===== src/rtl/seq_mul_approx_u.sv =====
// Time-shared radix-2 shift-add unsigned multiplier, one partial-product row per cycle.
// A per-operation mode bit selects an exact product or one with the low TRUNC_COLS columns dropped.
//
// state  | meaning
// IDLE   | waiting for operands, in_ready=1
// BUSY   | WIDTH shift-add steps, one bit of A per cycle
// DONE   | result presented on out_p until out_ready
module seq_mul_approx_u #(
  parameter int unsigned WIDTH      = 8,
  parameter int unsigned TRUNC_COLS = 4
) (
  input  logic               clk,
  input  logic               rst_n,
  input  logic               in_valid,
  output logic               in_ready,
  input  logic [WIDTH-1:0]   in_a,
  input  logic [WIDTH-1:0]   in_b,
  input  logic               in_approx,
  output logic               out_valid,
  input  logic               out_ready,
  output logic [2*WIDTH-1:0] out_p,
  output logic               out_approx
);

  localparam int unsigned P_W   = 2 * WIDTH;
  localparam int unsigned CNT_W = $clog2(WIDTH);
  localparam logic [P_W-1:0] APPROX_MASK = {P_W{1'b1}} << TRUNC_COLS;
  localparam logic [CNT_W-1:0] CNT_LAST  = CNT_W'(WIDTH - 1);

  if (TRUNC_COLS > 2 * WIDTH) begin : g_bad_trunc
    $error("seq_mul_approx_u: TRUNC_COLS must not exceed 2*WIDTH");
  end
  if (WIDTH < 2 || WIDTH > 32) begin : g_bad_width
    $error("seq_mul_approx_u: WIDTH must be in 2..32");
  end

  typedef enum logic [1:0] {
    S_IDLE = 2'd0,
    S_BUSY = 2'd1,
    S_DONE = 2'd2
  } state_e;

  state_e state_q, state_d;

  logic [WIDTH-1:0] a_q, a_d;
  logic [P_W-1:0]   b_q, b_d;
  logic             approx_q, approx_d;
  logic [P_W-1:0]   acc_q, acc_d;
  logic [CNT_W-1:0] cnt_q, cnt_d;
  logic [P_W-1:0]   out_p_q, out_p_d;
  logic             out_approx_q, out_approx_d;

  logic             cnt_last;
  logic [P_W-1:0]   row_mask;
  logic [P_W-1:0]   acc_step;

  assign cnt_last = (cnt_q == CNT_LAST);
  assign row_mask = approx_q ? APPROX_MASK : {P_W{1'b1}};
  // B is pre-shifted each cycle, so the mask applies to absolute product columns.
  assign acc_step = a_q[0] ? (acc_q + (b_q & row_mask)) : acc_q;

  // FSM: state register
  always_ff @(posedge clk or negedge rst_n) begin
    if (!rst_n) begin
      state_q <= S_IDLE;
    end else begin
      state_q <= state_d;
    end
  end

  // FSM: next state
  always_comb begin
    state_d = state_q;
    case (state_q)
      S_IDLE: if (in_valid)  state_d = S_BUSY;
      S_BUSY: if (cnt_last)  state_d = S_DONE;
      S_DONE: if (out_ready) state_d = S_IDLE;
      default:               state_d = S_IDLE;
    endcase
  end

  // FSM: outputs
  always_comb begin
    in_ready  = 1'b0;
    out_valid = 1'b0;
    case (state_q)
      S_IDLE:  in_ready  = 1'b1;
      S_DONE:  out_valid = 1'b1;
      default: begin
        in_ready  = 1'b0;
        out_valid = 1'b0;
      end
    endcase
  end

  // Datapath next-state
  always_comb begin
    a_d          = a_q;
    b_d          = b_q;
    approx_d     = approx_q;
    acc_d        = acc_q;
    cnt_d        = cnt_q;
    out_p_d      = out_p_q;
    out_approx_d = out_approx_q;
    case (state_q)
      S_IDLE: begin
        if (in_valid) begin
          a_d      = in_a;
          b_d      = {{WIDTH{1'b0}}, in_b};
          approx_d = in_approx;
          acc_d    = '0;
          cnt_d    = '0;
        end
      end
      S_BUSY: begin
        acc_d = acc_step;
        a_d   = a_q >> 1;
        b_d   = b_q << 1;
        cnt_d = cnt_q + CNT_W'(1);
        // Result register is separate so out_p survives the next accept clearing acc.
        if (cnt_last) begin
          out_p_d      = acc_step;
          out_approx_d = approx_q;
        end
      end
      default: ;
    endcase
  end

  always_ff @(posedge clk or negedge rst_n) begin
    if (!rst_n) begin
      a_q          <= '0;
      b_q          <= '0;
      approx_q     <= 1'b0;
      acc_q        <= '0;
      cnt_q        <= '0;
      out_p_q      <= '0;
      out_approx_q <= 1'b0;
    end else begin
      a_q          <= a_d;
      b_q          <= b_d;
      approx_q     <= approx_d;
      acc_q        <= acc_d;
      cnt_q        <= cnt_d;
      out_p_q      <= out_p_d;
      out_approx_q <= out_approx_d;
    end
  end

  assign out_p      = out_p_q;
  assign out_approx = out_approx_q;

  a_hold_stable : assert property (@(posedge clk) disable iff (!rst_n)
    (out_valid && !out_ready) |=> ($stable(out_p) && $stable(out_approx) && out_valid));

  a_no_accept_when_busy : assert property (@(posedge clk) disable iff (!rst_n)
    (state_q != S_IDLE) |-> !in_ready);

endmodule

===== config.mk =====
export PLATFORM = sky130hd
export DESIGN_NAME = seq_mul_approx_u
export DESIGN_NICKNAME = d
export VERILOG_FILES = /design/src/rtl/seq_mul_approx_u.sv
export SDC_FILE = /design/constraint.sdc
export NUM_CORES = 1
export LEC_CHECK = 0
export ABC_AREA = 1
export CORE_ASPECT_RATIO = 0.7
export CORE_MARGIN = 10
export CORE_UTILIZATION = 56
export CTS_CLUSTER_DIAMETER = 40
export DETAILED_ROUTE_END_ITERATION = 10
export PLACE_DENSITY = 0.86
export SLEW_MARGIN = 5
export SYNTH_ARGS = -nofsm -noshare
export SYNTH_HDL_FRONTEND = slang
export SYNTH_SLANG_ARGS = --single-unit

===== constraint.sdc =====
create_clock -name clk -period 2.6 [get_ports clk]
set_input_delay 0.52 -clock clk [delete_from_list [all_inputs] [get_ports clk]]
set_output_delay 0.52 -clock clk [all_outputs]
set_load 0.02 [all_outputs]

# Yosys cells after proc, flatten, opt, wreduce, memory -nomap -nowiden

Index checks and enable logic that the tools add are counted.
Widths: inputs -> output; s select.

Register bits after elaboration: 63
Output and inout bits: 19

$add $sub $neg: 2
Eq/ne operators: 6
Mux-type cells: 16
Bitwise logic cells: 1
Reductions and logical operators: 6

Operators by type and width:

| cell                | number |
|---|---|
| $pmux 16 s2         | 2 |
| $mux 16             | 3 |
| $add 16x16->16      | 1 |
| $and 16x16->16      | 1 |
| $pmux 8 s2          | 1 |
| $mux 8              | 1 |
| $mux 2              | 3 |
| $ne 2x2->1 const B  | 3 |
| $pmux 2 s3          | 1 |
| $pmux 3 s2          | 1 |
| $reduce_and 2->1    | 3 |
| $mux 4              | 1 |
| $add 3x1->3 const B | 1 |
| $eq 3x3->1 const B  | 1 |
| $mux 3              | 1 |
| $reduce_and 3->1    | 1 |
| $eq 2x1->1 const B  | 1 |
| $eq 2x2->1 const B  | 1 |
| $logic_not 2->1     | 1 |
| $mux 1              | 2 |
| $reduce_bool 2->1   | 1 |

# Depth between registers and ports, before layout

Gate-level depths: netlist of the first run.

Depth in word-level cells: 5
Depth in mapped cells: 14
Gate-level depth less buffers: 14

# Worst setup path after synthesis of the first run

No wires, ideal clock.

Path type: reg-to-reg
Start point: register b_q[0]
End point: register acc_q[8]
Arrival time: 1.735 ns
Required time: 2.482 ns
Path slack: 0.747 ns
Stages on the path, launching flop included: 14
Buffers on the path: 0
Period minus slack after synthesis: 1.853 ns
Path through: dfrtp_1 > inv_1 > nor2_1 > ha_1 > fa_1 > nand2_1 > nand2_1 > and2_1 > nand2_1 > nand2_1 > xnor2_1 > nand2_1 > nand3_1 > nand2_1

Longest elaborated chain between the ends: 4

Ends and longest elaborated chain:

| item                   | RTL line | source |
|---|---|---|
| start, declared        | 46       | `logic [P_W-1:0] b_q, b_d;` |
| start signal, assigned | 133      | `b_q <= '0;` |
| start signal, assigned | 141      | `b_q <= b_d;` |
| $and 16x16->16         | 60       | `assign acc_step = a_q[0] ? (acc_q + (b_q & row_mask)) : acc_q;` |
| $add 16x16->16         | 60       |  |
| $mux 16                | 60       |  |
| $pmux 16 s2            | 105      | `case (state_q)` |
| end signal, assigned   | 135      | `acc_q <= '0;` |
| end signal, assigned   | 143      | `acc_q <= acc_d;` |
| end, declared          | 48       | `logic [P_W-1:0] acc_q, acc_d;` |

No other way between the ends.
A chain may end at the register's enable or synchronous reset.

# Worst setup path in the final report of the first run

Ends and elaborated chain as after synthesis.

==> results of run 1 <==
==> how the worst min path moves through the flow <==
stage                 to  slack, ps
3_3_place_gp   out_p[15]        470
6_report       acc_q[12]        320
4_1_cts        acc_q[12]        370
2_1_floorplan     a_q[0]        220
3_5_place_dp   out_p[13]        470
5_1_grt        acc_q[12]        410
==> cells in the final DEF (no fill, tap or decap), drive strengths merged, types with 2 or more instances in the layout <==
master / n
nand3b: 2
dfrtp: 63
xor2: 2
xnor2: 2
buf: 5
or2: 10
clkdlybuf4s50: 38
inv: 75
o22ai: 11
ha: 17
clkinv: 2
nand3: 40
a21oi: 9
nor3: 17
o21ai: 24
clkbuf: 11
a221oi: 14
a22o: 2
nand2: 134
bufinv: 3
nor2: 21
==> per-layer routing <==
layer,wire (um),track usage
met3,831,0.0567
met5,0,0
met1,4190,0.254
met4,128,0.0638
met2,3790,0.279
==> kinds of logic (layout without fill, tap and decap cells) <==
kind of cell / Yosys count / after routing
XOR/XNOR: 4 / 4
flip-flops: 63 / 63
AND/OR/NAND/NOR: 226 / 226
adder cells (fa/ha/maj): 18 / 18
buffers and inverters: 90 / 134
AO/OA/AOI/OAI: 61 / 61
==> power breakdown <==
part           total (W)  switching, W  internal [W]  leakage [nW]
Clock            0.00108      0.000390      0.000689         0.130
Combinational    0.00391       0.00243       0.00149          1.34
Sequential       0.00179      0.000347       0.00144         0.773
Total            0.00678       0.00316       0.00362          2.24
==> worst reg2reg max path: stages (launching register included) <==
cell and delay, ps:
dfrtp_1 360, inv_1 100, nor2_1 70, ha_1 210, fa_1 380, nand2_1 90, nand2_1 70, and2_1 170
nand2_1 60, nand2_1 70, xnor2_1 170, nand2_1 100, nand3_1 110, nand2_1 50
==> per-stage QoR <==
stage               setup slack (ps)  hold slack, ps  cells  power (W)  utilization
floorplan                        747             224    462    0.00462            -
global placement                 611             466    568    0.00544        0.652
detailed placement               502             466    568    0.00564        0.652
CTS                              453             368    584    0.00677        0.693
global route                     257             405    584    0.00741        0.693
finish                           450             323    584    0.00678        0.693
==> final cells by class <==
cell class	count	area [um2]
Multi-Input combinational cell	309	1730
Tap cell	78	97.6
Sequential cell	63	1580
Fill cell	516	1940
Clock buffer	11	151
Clock inverter	5	104
Timing Repair Buffer	43	428
Inverter	75	282
==> registers in the layout, summed over array words and instances (netlist names) <==
signal / count
a_q: 8
acc_q: 16
approx_q: 1
b_q: 16
cnt_q: 3
out_approx: 1
out_p: 16
state_q: 2
==> impl_results.md, run 1 <==
* VDD IR-drop max at 0.000821 V
* Fin. Hold Viols at 0
* Fraction of registers with async set/reset at 1.00
* CP Class: reg2reg
* Final ANT Viol Nets at 0
* Relative slew slack at 0.359
* Commonest cells post-synth: 132 x nand2_1, 68 x inv_1, 63 x dfrtp_1, 40 x nand3_1, 18 x nor2_1
* Syn Inst Count at 462
* DP HPWL at 6.36 mm
* Sequential area share after synthesis at 0.429
* DRC Markers at 0
* Post-CTS setup buffer count at 0
* Netlist cell types at 32
* Post-synthesis compound-gate area fraction at 0.128
* Maximum clock rate at 465 MHz
* R2R Path Start: b_q[0]
* Clock Path Buffers at 2
* Total vias in the final route at 3216
* Slowest stage cell, crit path: fa_1
* Clock sinks at 63
* R2R setup slack at 450 ps
* Largest net degree at the start of global routing at 64
* Endpoint class of the critical path: register
* Top Ports at 40
* Global Route Usage Sum at 0.187
* CTS tree: done
* Clock Pin Slew Worst Setup and Hold Paths at 70 ps
* Via/cell ratio at 5.51
* Initial antenna violation count at 0
* Most frequent CP cell: nand2_1
* Adder-cell area share of the yosys netlist at 0.0633
* Mapped Avg Cell Area at 7.95 um2
* Status: complete, no violations
* Root Buffer: clkbuf_8
* Synth warn at 0
* CP max stage delay at 380 ps
* Area Growth Syn to Fin at 18.9%
* Ant diodes at 0
* PD cells at 1550 nW/um2
* Setup TNS at 0 ps
* Inserted Clock Buffers at 9
* Count leader, synth: nand2_1
* CP required at 2840 ps
* Fraction of layout cells with a size suffix above 1 at 0.109
* Net Count, Synth at 501
* RSZ-0062 raised after global routing: false
* Synthesized cell area at 3670 um2
* Initial core utilization at 0.583
* Minimum clock period at 2150 ps
* Htree depth at 3
* # nets final at 540
* CTS resizes at 0
* Combinational family with the most area after synthesis: simple AND/OR/NAND/NOR gates
* Reg2Reg Depth at 13
* Worst setup path endpoint: acc_q[8]
* Die ar. at 10300 um2
* Critical Path Start: b_q[0]
* Final setup vio count at 0
* Buf/Inv on CP at 1
* Post-synthesis register bit count at 63
* DP Area at 4110 um2
* Total Wirelength at 8.94 mm
* Post-synth EDFFs at 0
* Critical path arrival at 2390 ps
* Finished Cell Area at 4370 um2
* Max_cap viols at 0
* Crit path max fanout at 3
* Startpoint types: register
* Hold Path Class: in2async
* Die height at 87.8 um
* Drt first pass iters at 6
* Post-synth top area cell: dfrtp_1
* Total gr overflow at 0
* Clock Latency Late Sink at 350 ps
* Fin Clk Skew at 12.2 ps
* Avg WL per Cell at 15.3 um
* Port Buffer Count at 39
* Synth area leaders: dfrtp_1 43%, nand2_1 13%, inv_1 6.9%, ha_1 5.8%, a221oi_2 5.7%
* Hold buffers post-CTS at 0
* Global-route wire length before repair at 15.2 mm
* Crit-path leading delay family: simple AND/OR/NAND/NOR gates
* Drt initial violations at 184
* Core area at 6310 um2
* Vias in the first global route at 3167
* Tcrit/Tclk final at 0.827
* Multiplexer share of the synthesized area at 0
* Simple-Gate Fraction of Synth Area at 0.270
* Reg2reg end: acc_q[8]
* Core Rows at 24
* Routability congestion estimate at 0.879
* CP Depth at 13
* Main flop type after synthesis: dfrtp_1
* Slew Limit Fails at 0
* Die X at 117 um
* Post-Synth XOR/XNOR Area at 0.00953
* Slew @ Worst Pin at 962 ps
* Pleak at 2.24 nW
* Cell Chain, Critical Path: inv_1, nor2_1, ha_1, fa_1, nand2_1, nand2_1, and2_1, nand2_1, nand2_1, xnor2_1, nand2_1, nand3_1, nand2_1
* Synth top area share at 0.429
(Power assumes the default switching activity.)
==> run 2: changes to the inputs <==
==> constraint.sdc (replaced) <==
create_clock -name clk -period 2.25 [get_ports clk]
set_input_delay 0.45 -clock clk [delete_from_list [all_inputs] [get_ports clk]]
set_output_delay 0.45 -clock clk [all_outputs]
set_load 0.02 [all_outputs]
==> run 2 against run 1 <==
Against the previous run:
- largest cell class unchanged
- clock power shrank 9%
- core utilization decreased by 1.0 points
- highest routed layer unchanged
- critical path type unchanged
- critical endpoint is now acc_q[14]
- final area shrank 1.5%
==> impl_results.md, run 2 (synthesis results as in run 1) <==
* Max_cap viols at 0
* Largest net degree at the start of global routing at 41
* DP HPWL at 6.70 mm
* Top Ports at 40
* Status: complete, no violations
* Pleak at 2.21 nW
* Slew @ Worst Pin at 676 ps
* Post-CTS setup buffer count at 0
* Setup ws final at 166 ps
* Maximum clock rate at 480 MHz
* Multi-input gate area at 1730 um2
* Die X at 117 um
* Critical path arrival at 2330 ps
* Slowest stage cell, crit path: fa_1
* Setup WS pre-CTS at 184 ps
* Die height at 87.8 um
* Clock Path Buffers at 2
* Area Growth Syn to Fin at 17.1%
* Final ANT Viol Nets at 0
* Inserted Clock Buffers at 9
* CP Class: reg2reg
* Buf/Inv on CP at 1
* CTS resizes at 0
* PD cells at 1740 nW/um2
* # nets final at 540
* Total Wirelength at 9.03 mm
* Most frequent cells in the layout: 132 x nand2_1, 68 x inv_1, 63 x dfrtp_1
* Crit path max fanout at 3
* Endpoint class of the critical path: register
* Hold buffers post-CTS at 0
* Ant diodes at 0
* Tcrit/Tclk final at 0.926
* Htree depth at 3
* Clock Pin Slew Worst Setup and Hold Paths at 70 ps
* Root Buffer: clkbuf_8
* R2R Path Start: b_q[0]
* Drt first pass iters at 5
* Crit-path leading delay family: simple AND/OR/NAND/NOR gates
* Cell Chain, Critical Path: inv_1, nor2_1, ha_1, fa_1, nand2_1, nand2_1, nand3b_1, nand2_1, nand2_1, nand2_1, nand2_1, nand3_1, nand3_1, nand2_1
* Most frequent CP cell: nand2_1
* Fin Clk Skew at 9.28 ps
* Commonest non-fill, non-tap cell in the layout: nand2_1
* Fraction of layout cells with a size suffix above 1 at 0.105
* CP max stage delay at 410 ps
* Via/cell ratio at 5.40
* DRC Markers at 0
* Startpoint types: register
* Initial core utilization at 0.583
* Vias in the first global route at 3094
* Routability congestion estimate at 0.912
* Critical Path Start: b_q[0]
* Relative slew slack at 0.549
* Hold Path Class: in2async
* Core Rows at 24
* Clock Latency Late Sink at 350 ps
* Die ar. at 10300 um2
* Minimum clock period at 2080 ps
* Total gr overflow at 0
* Drt initial violations at 255
* Layout fillers at 518
* Avg WL per Cell at 15.5 um
* Initial antenna violation count at 0
* Core area at 6310 um2
* Final cell count without fillers at 584
* Final setup vio count at 0
* VDD IR-drop max at 0.00132 V
* Reg area at 1580 um2
* RSZ-0062 raised after global routing: false
* CTS tree: done
* Total vias in the final route at 3151
* CP required at 2490 ps
* Global-route wire length before repair at 15.2 mm
* Clock sinks at 63
* Setup TNS at 0 ps
* Fin. Hold Viols at 0
* Global Route Usage Sum at 0.188
* Slew Limit Fails at 0
* Port Buffer Count at 39
* Placed Cells at 568
==> run 2: final timing paths <==
kind,end,slack [ps],depth (start not counted)
setup reg to reg,acc_q[14],170,14
hold reg to reg,out_p[11],480,2
max in group asynchronous,cnt_q[0],1530,2
min in group clk,out_p[11],480,2
hold / removal,acc_q[11],100,1
setup / recovery,acc_q[14],170,14
==> run 2: power by group <==
part           switching (W)  internal (W)
Clock               0.000447      0.000537
Combinational        0.00276       0.00169
Sequential          0.000398       0.00167
==> run 2: cell type report <==
class,instances,area share
Clock inverter,4,0.0105
Inverter,75,0.0654
Clock buffer,12,0.0337
Tap cell,78,0.0227
Multi-Input combinational cell,309,0.402
Timing Repair Buffer,43,0.0994
Sequential cell,63,0.366
==> run 2: metal layers <==
| layer | GRT usage | part of all wire | up-vias |
|---|---|---|---|
| met5 | 0 | 0 | - |
| met4 | 0.0447 | 0.0070 | 0 |
| met3 | 0.0601 | 0.077 | 7 |
| met2 | 0.264 | 0.41 | 94 |
| met1 | 0.273 | 0.51 | 1474 |
| li1 | - | - | 1576 |
==> run 2: metrics by stage <==
step	cell area (um2)	utilization	total power (W)	hold WS, ps
4_1_cts	4300	0.683	0.00748	113
2_1_floorplan	3670	-	0.00534	154
3_3_place_gp	4110	0.652	0.00632	462
5_1_grt	4300	0.683	0.00821	118
3_5_place_dp	4110	0.652	0.00649	466
6_report	4300	0.683	0.00750	104
==> run 3: changes to the inputs <==
--- a/config.mk
+++ b/config.mk
@@ -11,7 +11,7 @@
 export CORE_UTILIZATION = 56
 export CTS_CLUSTER_DIAMETER = 40
 export DETAILED_ROUTE_END_ITERATION = 10
-export PLACE_DENSITY = 0.86
+export PLACE_DENSITY_LB_ADDON = 0.08
 export SLEW_MARGIN = 5
 export SYNTH_ARGS = -nofsm -noshare
 export SYNTH_HDL_FRONTEND = slang
==> constraint.sdc (replaced) <==
create_clock -name clk -period 2.5 [get_ports clk]
set_input_delay 0.5 -clock clk [delete_from_list [all_inputs] [get_ports clk]]
set_output_delay 0.5 -clock clk [all_outputs]
set_load 0.02 [all_outputs]
==> run 3 against run 2 <==
Against the previous run:
- cell count down 0.17%
- routed wire length increased by 1.1%
- sequential cell count unchanged
- first-iteration DRC count is 22% lower
- core utilization fell by 0.099 points
==> impl_results.md, run 3 (synthesis results as in run 1) <==
* Hold Path Class: in2async
* Setup TNS at 0 ps
* R2R setup slack at 300 ps
* Area Growth Syn to Fin at 17.0%
* Global Route Usage Sum at 0.191
* Slew Limit Fails at 0
* Total vias in the final route at 3162
* CP Class: reg2reg
* # nets final at 541
* Worst setup path endpoint: out_p[8]
* Die height at 87.8 um
* Final ANT Viol Nets at 0
* Tcrit/Tclk final at 0.878
* CTS tree: done
* Total gr overflow at 0
* Drt first pass iters at 5
* Drt initial violations at 200
* Hold Slack at 180 ps
* DP HPWL at 6.76 mm
* Most frequent cells in the layout: 132 x nand2_1, 68 x inv_1, 63 x dfrtp_1
* Max_cap viols at 0
* RSZ-0062 raised after global routing: false
* Reg2Reg Depth at 12
* Power, Total at 0.00679 W
* Endpoint class of the critical path: register
* Via/cell ratio at 5.42
* Final setup vio count at 0
* DRC Markers at 0
* Reg2reg end: out_p[8]
* Maximum clock rate at 455 MHz
* Slew @ Worst Pin at 1030 ps
* Avg WL per Cell at 15.7 um
* Status: complete, no violations
* Setup WS pre-CTS at 359 ps
* Clock sinks at 63
* Port Buffer Count at 39
* PD cells at 1580 nW/um2
* Core Rows at 24
* Die ar. at 10300 um2
* Fraction of layout cells with a size suffix above 1 at 0.105
* Ant diodes at 0
* Top Ports at 40
* Initial core utilization at 0.583
* CTS resizes at 0
* Die X at 117 um
* Core area at 6310 um2
* Routability congestion estimate at 0.953
* Setup ws final at 304 ps
* Hold buffers post-CTS at 0
* Pleak at 2.21 nW
* DP Area at 4120 um2
* Critical Path Start: approx_q
* VDD IR-drop max at 0.00120 V
* Relative slew slack at 0.316
* Critical path arrival at 2420 ps
* Vias in the first global route at 3091
* Fin Clk Skew at 9.88 ps
* Largest net degree at the start of global routing at 41
* Htree depth at 3
* Root Buffer: clkbuf_8
* Fin. Hold Viols at 0
* Clock Pin Slew Worst Setup and Hold Paths at 70 ps
* Inserted Clock Buffers at 9
* CP required at 2720 ps
* Global-route wire length before repair at 15.3 mm
* Startpoint types: register
* Commonest non-fill, non-tap cell in the layout: nand2_1
* Total Wirelength at 9.12 mm
* Minimum clock period at 2200 ps
* Clock Latency Late Sink at 340 ps
* Post-CTS setup buffer count at 0
* Finished Cell Area at 4300 um2
* Clock Path Buffers at 2
* Initial antenna violation count at 0
* R2R Path Start: approx_q
* Crit path max fanout at 5
[run 3: cell count changes in the layout (fill, tap and decap cells not counted), sizes merged]
| cell | before | now |
|---|---|---|
| buf | 5 | 6 |
| clkbuf | 12 | 10 |
[run 3: worst min-delay path by stage]
stage	slack (ps)	depth (start not counted)	end
after global placement	460	2	out_p[13]
final	180	2	a_q[3]
after floorplan	200	0	a_q[0]
after global routing	210	2	out_p[12]
after CTS	190	2	a_q[7]
after detailed placement	470	2	out_p[15]
[run 3: layer usage]
metal | up-vias | routed length (um) | track usage
met4 | 0 | 74 | 0.0425
met5 | - | 0 | 0
met2 | 103 | 3870 | 0.277
li1 | 1577 | - | -
met3 | 9 | 619 | 0.0533
met1 | 1473 | 4560 | 0.278
[run 3: per-stage QoR]
stage | util | cells
finish | 0.682 | 583
floorplan | - | 462
detailed placement | 0.654 | 569
global placement | 0.654 | 569
global route | 0.682 | 583
CTS | 0.682 | 583
[run 3: layout make-up]
class / instances / area (um2)
fillers: 526 / 2010
multi-input cells: 309 / 1730
clock inverters: 4 / 48.8
well taps: 78 / 97.6
flip-flops and latches: 63 / 1580
repair buffers: 44 / 435
inverters: 75 / 282
clock buffers: 10 / 128
[run 3: report_power, final]
group / internal [W] / switching (W) / total, W / leakage [nW]
clock network: 0.000448 / 0.000380 / 0.000827 / 0.0920
registers: 0.00150 / 0.000371 / 0.00187 / 0.773
logic: 0.00155 / 0.00254 / 0.00408 / 1.35
total: 0.00350 / 0.00329 / 0.00679 / 2.21
[run 3: worst max-delay path: stages (launching register included)]
cell and delay [ps]:
dfrtp_1 450, nor2_1 80, ha_1 220, fa_1 390
nand2_1 100, nand2_1 70, and2_1 170, nand2_1 70
nand2_1 60, xnor2_1 150, nand2_1 100, nand3_1 140
nand2_1 60
